**config.mk**
```make
export PLATFORM = sky130hd
export DESIGN_NAME = comparator_4bit
export DESIGN_NICKNAME = d
export VERILOG_FILES = /design/src/rtl/comparator_pkg.sv /design/src/rtl/comparator_core.sv /design/src/rtl/comparator_4bit.sv
export SDC_FILE = /design/constraint.sdc
export NUM_CORES = 1
export LEC_CHECK = 0
export CAP_MARGIN = 10
export CORE_AREA = 2 2 39 41
export CTS_CLUSTER_SIZE = 14
export DETAILED_ROUTE_END_ITERATION = 16
export DIE_AREA = 0 0 41 43
export PLACE_DENSITY = 0.49
export SYNTH_ARGS = -nofsm -noshare
export SYNTH_HDL_FRONTEND = slang
export SYNTH_SLANG_ARGS = --single-unit
```
**constraint.sdc**
```tcl
create_clock -name clk -period 2.7 [get_ports clk]
set_clock_uncertainty 0.2 [all_clocks]
set_input_delay 0.54 -clock clk [delete_from_list [all_inputs] [get_ports clk]]
set_output_delay 0.54 -clock clk [all_outputs]
set_load 0.005 [all_outputs]
```
**src/rtl/comparator_pkg.sv**
```systemverilog
// Shared constants for the registered magnitude comparator.
// Result flags are always packed in {eq, lt, gt} order.
package comparator_pkg;

   localparam int DEFAULT_WIDTH = 4;

   typedef logic [2:0] cmp_flags_t;

   localparam cmp_flags_t CMP_NONE = 3'b000;
   localparam cmp_flags_t CMP_EQ   = 3'b100;
   localparam cmp_flags_t CMP_LT   = 3'b010;
   localparam cmp_flags_t CMP_GT   = 3'b001;

endpackage

```
**src/rtl/comparator_core.sv**
```systemverilog
// Combinational unsigned compare, MSB-first: the highest differing bit decides lt/gt.
// Output is one-hot {eq, lt, gt}.
module comparator_core
   import comparator_pkg::*;
#(
   parameter int WIDTH = DEFAULT_WIDTH
) (
   input  logic [WIDTH-1:0] a,
   input  logic [WIDTH-1:0] b,
   output cmp_flags_t       flags
);

   logic [WIDTH-1:0] diff;
   logic [WIDTH-1:0] lt_bit;
   logic [WIDTH-1:0] gt_bit;

   assign diff = a ^ b;

   // Each bit only wins if every bit above it matches, so at most one bit fires.
   genvar gi;
   generate
      for (gi = 0; gi < WIDTH; gi++) begin : g_bit
         localparam logic [WIDTH-1:0] ABOVE_MASK = {WIDTH{1'b1}} << (gi + 1);
         logic no_diff_above;
         assign no_diff_above = ~|(diff & ABOVE_MASK);
         assign lt_bit[gi]    = no_diff_above & diff[gi] & b[gi];
         assign gt_bit[gi]    = no_diff_above & diff[gi] & a[gi];
      end
   endgenerate

   assign flags = {~|diff, |lt_bit, |gt_bit};

endmodule

```
**src/rtl/comparator_4bit.sv**
```systemverilog
// Registered magnitude comparator: flags captured one cycle after a valid operand pair,
// held while idle; out_valid marks the cycle a fresh result is presented.
module comparator_4bit
   import comparator_pkg::*;
#(
   parameter int WIDTH = DEFAULT_WIDTH
) (
   input  logic             clk,
   input  logic             rst_n,
   input  logic             in_valid,
   input  logic [WIDTH-1:0] a,
   input  logic [WIDTH-1:0] b,
   output logic             out_valid,
   output logic             eq,
   output logic             lt,
   output logic             gt
);

   cmp_flags_t core_flags;
   cmp_flags_t flags_d;
   cmp_flags_t flags_q;
   logic       valid_d;
   logic       valid_q;

   comparator_core #(
      .WIDTH (WIDTH)
   ) u_core (
      .a     (a),
      .b     (b),
      .flags (core_flags)
   );

   always_comb begin
      flags_d = flags_q;
      valid_d = in_valid;
      if (in_valid) begin
         flags_d = core_flags;
      end
   end

   always_ff @(posedge clk or negedge rst_n) begin
      if (!rst_n) begin
         flags_q <= CMP_NONE;
         valid_q <= 1'b0;
      end else begin
         flags_q <= flags_d;
         valid_q <= valid_d;
      end
   end

   assign out_valid    = valid_q;
   assign {eq, lt, gt} = flags_q;

endmodule

```
==> results of run 1 <==
[state kept, by name, indices dropped and copies added, names as in the netlist]
register and flops:
flags_q 3, out_valid 1
[per-stage QoR]
step,setup WS (ns),total power (µW),hold slack (ns)
after detailed placement,0.652,122,0.352
after floorplan,1.23,88.3,0.0444
after global routing,0.838,205,0.324
after CTS,0.875,198,0.308
final,0.886,195,0.306
after global placement,0.662,121,0.335
[routing by layer]
layer  up-vias  share of wire [%]
met5         -                  0
met4         0                2.7
met3         2                 10
met2        11                 47
met1       123                 40
li1        136                  -
[layout by cell type, fill, tap and decap left out, drive strengths merged]
cell,count
o2111ai,2
ha,2
nor2,2
and2b,1
a31oi,4
or2b,1
clkdlybuf4s50,14
nor2b,4
a41o,1
dfrtp,4
nand2b,1
nor4,1
clkbuf,3
inv,4
xnor2,1
[logic make-up (layout without fill, tap and decap cells)]
group                    count (synthesis)  count (layout)  share of synthesized area (%)
buffers and inverters                    4              21                           5.58
adder cells (fa/ha/maj)                  2               2                           9.30
AO/OA/AOI/OAI                            7               7                           19.5
AND/OR/NAND/NOR                         10              10                           22.3
XOR/XNOR                                 1               1                           6.05
flip-flops                               4               4                           37.2
[cell type report]
class                      instances  area, µm²  share of cell area (%)
timing repair buffer              14        140                    31.0
inverter                           4       15.0                    3.32
sequential                         4        100                    22.2
tap                               16       20.0                    4.43
multi-input combinational         20        154                    34.1
clock buffer                       3       22.5                    4.99
[final timing paths]
| path | startpoint | end |
|---|---|---|
| setup / recovery | flags_q[1] | lt |
| hold / removal | rst_n | flags_q[1] |
| setup reg to reg | flags_q[2] | flags_q[2] |
| hold reg to reg | flags_q[1] | flags_q[1] |
| max in group asynchronous | rst_n | out_valid |
| min in group clk | flags_q[1] | flags_q[1] |
[where the power goes]
group          internal [µW]  switching [µW]
registers               65.8            2.37
logic                   33.0            19.2
clock network           49.8            25.3
total                    149            46.8
==> summary.md, run 1 <==
| Metric | Value |
|---|---|
| Syn_nets | `a little over 40` |
| I/O Pins | `15` |
| Post-DP Area | `around 430 µm²` |
| Gr usage total | `7.15%` |
| DPL Wire Length | `493 µm` |
| Fin Setup TNS | `0 ns` |
| Diodes inserted | `0` |
| DRC | `0` |
| PwrDens | `432 nW/µm²` |
| DR vias | `272` |
| Routing usage on met2 | `10.9%` |
| Rows | `14` |
| Worst R2R Setup Slack | `1.68 ns` |
| DIE AREA | `between 1500 and 2000 µm²` |
| CP Buf/Inv Count | `1` |
| Post-synth top area share | `a little under two fifths` |
| Startpoint types | `flop` |
| Gr busiest metal | `met2` |
| GRT met1 Usage | `7.79%` |
| CTS sink count | `4` |
| Routability Congestion | `0.673` |
| FFs w/ async S/R, synth | `100%` |
| Synth warnings | `0` |
| Fin util | `32.6%` |
| Tmin final | `1.81 ns` |
| Synth-to-layout area growth | `67.9%` |
| Top delay family on crit path | `buffers and inverters` |
| Worst Setup End Kind | `primary output` |
| Slew HR | `83.3%` |
| Placed insts | `just under 60` |
| Crit-path cells | `clkdlybuf4s50_1` |
| CP max stage delay | `0.50 ns` |
| Setup CP Type | `flop to primary output` |
| Worst Max-Slew Pin Slew | `0.248 ns` |
| Max Freq | `551 MHz` |
| Port bufs | `14` |
| First-pass GRT wire length | `828 µm` |
| Final nets | `60` |
| Antenna violations before repair | `0` |
| Worst hold path class | `input pin to async pin` |
| Mean Syn Cell Area | `around 9.6 µm²` |
| Top cells by count, synth | `a31oi_1 (4), dfrtp_1 (4), inv_1 (4), nor2b_1 (4)` |
| Max-slew violations | `0` |
| Via density | `4.46` |
| ANT nets after route | `0` |
| TritonCTS clock tree | `done` |
| GRT met3 Usage | `1.57%` |
| CP required | `1.96 ns` |
| Number of hold buffers added after CTS | `0` |
| Layout cells sized above 1 | `8.89%` |
| Sequential area share after synthesis | `between 30 and 40%` |
| Unrepaired setup endpoints after global routing | `no` |
| Die W | `41 µm` |
| Post-route clock period utilization | `approximately two thirds` |
| Worst path slowest cell | `clkdlybuf4s50_1` |
| EDFF count, synth | `0` |
| Largest net degree at the start of global routing | `8` |
| Status | `completed` |
| Maximum vdd drop | `between 0.1 and 0.15 mV` |
| Critical-path maximum fanout | `2` |
| FF-to-FF path depth | `2` |
| Drt first pass iters | `2` |
| Clk root buf | `clkbuf_4` |
| Postcts setup bufs | `0` |
| Core area | `approximately 1400 µm²` |
| Post-synthesis register bit count | `4` |
| Post-Route WL | `566 µm` |
| Ys flop type | `dfrtp_1` |
| Lkg Pwr | `0.000203 µW` |
| Depth of the CTS H-tree | `1` |
| Post_cts resized | `0` |
| GRT overflow | `0` |
| Fill count | `153` |
| Worst Path Arrival | `around 1.1 ns` |
| CTS buffer count | `3` |
| Post-synthesis instance total | `28` |
| Total of max-cap violations | `0` |
| Wire per inst | `9.28 µm` |
| Post-Synthesis Cell Area | `approximately 270 µm²` |
| Final hold violation count | `0` |
| DRT iter0 DRCs | `3` |
| Number of global-route vias before repair | `231` |
| WP depth | `1` |
| Area leader, netlist | `dfrtp_1` |
| Clock latency on the worst-skew pair | `0.23 ns` |
| Die height | `roughly 43 µm` |
| Setup Viol. Count Final | `0` |
| Clk pin slew, worst setup/hold paths | `0.04 ns` |
| Synth area leaders | `dfrtp_1 (37%), a31oi_1 (9.3%), ha_1 (9.3%)` |
| Post-route cell area | `452 µm²` |
| Library cells used by synthesis | `13` |
| Clock tree buffer depth | `2` |
| Starting Density | `19.4%` |
| Fin cells | `61` |
Power figures use the tool's default switching activity.
==> run 2: changes to the inputs <==
Clock period 2.7 ns to 1.7 ns, I/O delays scaled along.
==> summary.md, run 2 (same netlist as run 1, synthesis figures left out) <==
| Metric | Value |
|---|---|
| Power share of the sequential group | `34.8% (about the same)` |
| Worst hold path class | `input pin to async pin` |
| Most frequent cells in the layout | `clkdlybuf4s50_1 (14), inv_1 (4), nor2b_1 (4), a31oi_1 (4), dfrtp_1 (4)` |
| Core area | `1380 µm² (unchanged)` |
| Port bufs | `14 (unchanged)` |
| Worst Max-Slew Pin Slew | `0.245 ns (-0.00344 ns)` |
| Largest net degree at the start of global routing | `8 (unchanged)` |
| Diodes inserted | `0 (unchanged)` |
| DIE AREA | `1760 µm² (unchanged)` |
| Gr usage total | `7.44% (+0.29 points)` |
| Clock share of power | `37.5% (-0.9 points)` |
| Setup CP Type | `flop to primary output` |
| Clk root buf | `clkbuf_4` |
| Status | `completed` |
| Reg with most FFs | `flags_q` |
| Switch share | `23.2% (-0.76 points)` |
| CP required | `1.16 ns (-0.80 ns)` |
| Startpoint types | `flop` |
| Depth of the CTS H-tree | `1 (unchanged)` |
| Internal Dissipation | `239 µW (+61%)` |
| CTS buffer count | `3 (unchanged)` |
| Layout cells sized above 1 | `12.8% (+3.9 points)` |
| Worst r2r dst | `flags_q[2]` |
| Max-slew violations | `0 (unchanged)` |
| Most common cell after layout, fill and taps aside | `clkdlybuf4s50_1` |
| DRT iter0 DRCs | `2 (-1)` |
| Reg2Reg Launch Point | `flags_q[2]` |
| Worst path slowest cell | `clkdlybuf4s50_1` |
| Wire per inst | `9.06 µm (-2.3%)` |
| Post-route clock period utilization | `95.1%` |
| Clock latency on the worst-skew pair | `0.23 ns (about the same)` |
| Fin cells | `63 (+3.3%)` |
| Worst R2R Setup Slack | `0.70 ns (-0.98 ns)` |
| Final nets | `62 (+3.3%)` |
| Top delay family on crit path | `buffers and inverters` |
| Max FFs per register | `3 (unchanged)` |
| Post-Route WL | `571 µm (+0.88%)` |
| Die height | `43 µm (unchanged)` |
| Setup Viol. Count Final | `0 (unchanged)` |
| Post-route cell area | `467 µm² (+3.3%)` |
| Synth-to-layout area growth | `73.5%` |
| CP Buf/Inv Count | `1 (unchanged)` |
| Worst Path Arrival | `1.08 ns (about the same)` |
| Comb pwr share | `27.6% (+0.9 points)` |
| Placed insts | `60 (+3.4%)` |
| Slew HR | `83.5% (+0.23 points)` |
| Starting Density | `19.4% (unchanged)` |
| Via density | `4.14 (-7.1%)` |
| Rows | `14 (unchanged)` |
| TritonCTS clock tree | `done` |
| Critical-path maximum fanout | `2 (unchanged)` |
| Die W | `41 µm (unchanged)` |
| Lkg Pwr | `0.000212 µW (+4.7%)` |
| FF-to-FF path depth | `2 (unchanged)` |
| Clk pin slew, worst setup/hold paths | `0.04 ns (about the same)` |
| Clock tree buffer depth | `2 (unchanged)` |
| Antenna violations before repair | `0 (unchanged)` |
| Worst Setup End Kind | `primary output` |
| Postcts setup bufs | `0 (unchanged)` |
| DR vias | `261 (-4.0%)` |
| DRC | `0 (unchanged)` |
| Final hold violation count | `0 (unchanged)` |
| First-pass GRT wire length | `869 µm (+5.0%)` |
| Drt first pass iters | `4 (+2)` |
| Post_cts resized | `0 (unchanged)` |
| Tmin final | `1.62 ns` |
| Psw | `72.1 µW (+54%)` |
| CP max stage delay | `0.50 ns (about the same)` |
| Total of max-cap violations | `0 (unchanged)` |
| PwrDens | `666 nW/µm² (+54%)` |
| CTS sink count | `4 (unchanged)` |
| ANT nets after route | `0 (unchanged)` |
| Routability Congestion | `0.622 (-7.6%)` |
| Max Freq | `619 MHz` |
| Maximum vdd drop | `0.225 mV (+55%)` |
| Crit-path cells | `clkdlybuf4s50_1` |
| I/O Pins | `15 (unchanged)` |
| GRT overflow | `0 (unchanged)` |
| Number of global-route vias before repair | `219 (-5.2%)` |
| Post-DP Area | `444 µm² (+3.5%)` |
| Number of hold buffers added after CTS | `0 (unchanged)` |
| Unrepaired setup endpoints after global routing | `no` |
==> run 2: area by class of cell <==
class                      count  area [µm²]
sequential                     4         100
multi-input combinational     20         154
timing repair buffer          16         155
fill                         150         917
clock buffer                   3        22.5
tap                           16        20.0
inverter                       4        15.0
==> run 2: per-layer routing <==
layer,vias to the layer above,part of all wire [%],GRT usage [%]
met5,-,0,0
met1,113,41,9.03
met3,0,11,2.09
met4,0,0,6.00
li1,139,-,-
met2,9,49,10.3
==> run 2: worst reg2reg max path, cell delays in order, from the launching register on <==
cell and delay (ns):
dfrtp_1 0.36, nor2b_1 0.13, a41o_1 0.20
==> run 2: worst max-delay path by stage <==
stage | startpoint | to | slack (ns) | depth (start not counted)
floorplan | a[3] | flags_q[0] | 0.43 | 4
global placement | a[3] | flags_q[1] | -0.13 | 5
detailed placement | a[3] | flags_q[1] | -0.14 | 5
CTS | flags_q[1] | lt | 0.06 | 1
global route | a[3] | flags_q[0] | 0.02 | 5
finish | flags_q[1] | lt | 0.08 | 1
==> run 2: power groups by stage <==
stage          Sequential, µW  Clock (µW)  Combinational [µW]
2_1_floorplan             111           0                29.7
3_3_place_gp              109           0                86.9
3_5_place_dp              110           0                87.0
4_1_cts                   109         122                87.4
5_1_grt                   109         125                95.4
6_report                  108         117                85.9
==> run 2: metrics by stage <==
stage	setup WS, ns	power (µW)	TNS [ns]	utilization, %	hold WS (ns)
6_report	0.0835	311	0	33.7	0.111
5_1_grt	0.0249	330	0	33.7	0.121
4_1_cts	0.0623	318	0	33.7	0.106
3_5_place_dp	-0.144	197	-0.313	32.1	0.342
3_3_place_gp	-0.125	196	-0.274	32.1	0.337
2_1_floorplan	0.429	140	0	-	-0.156
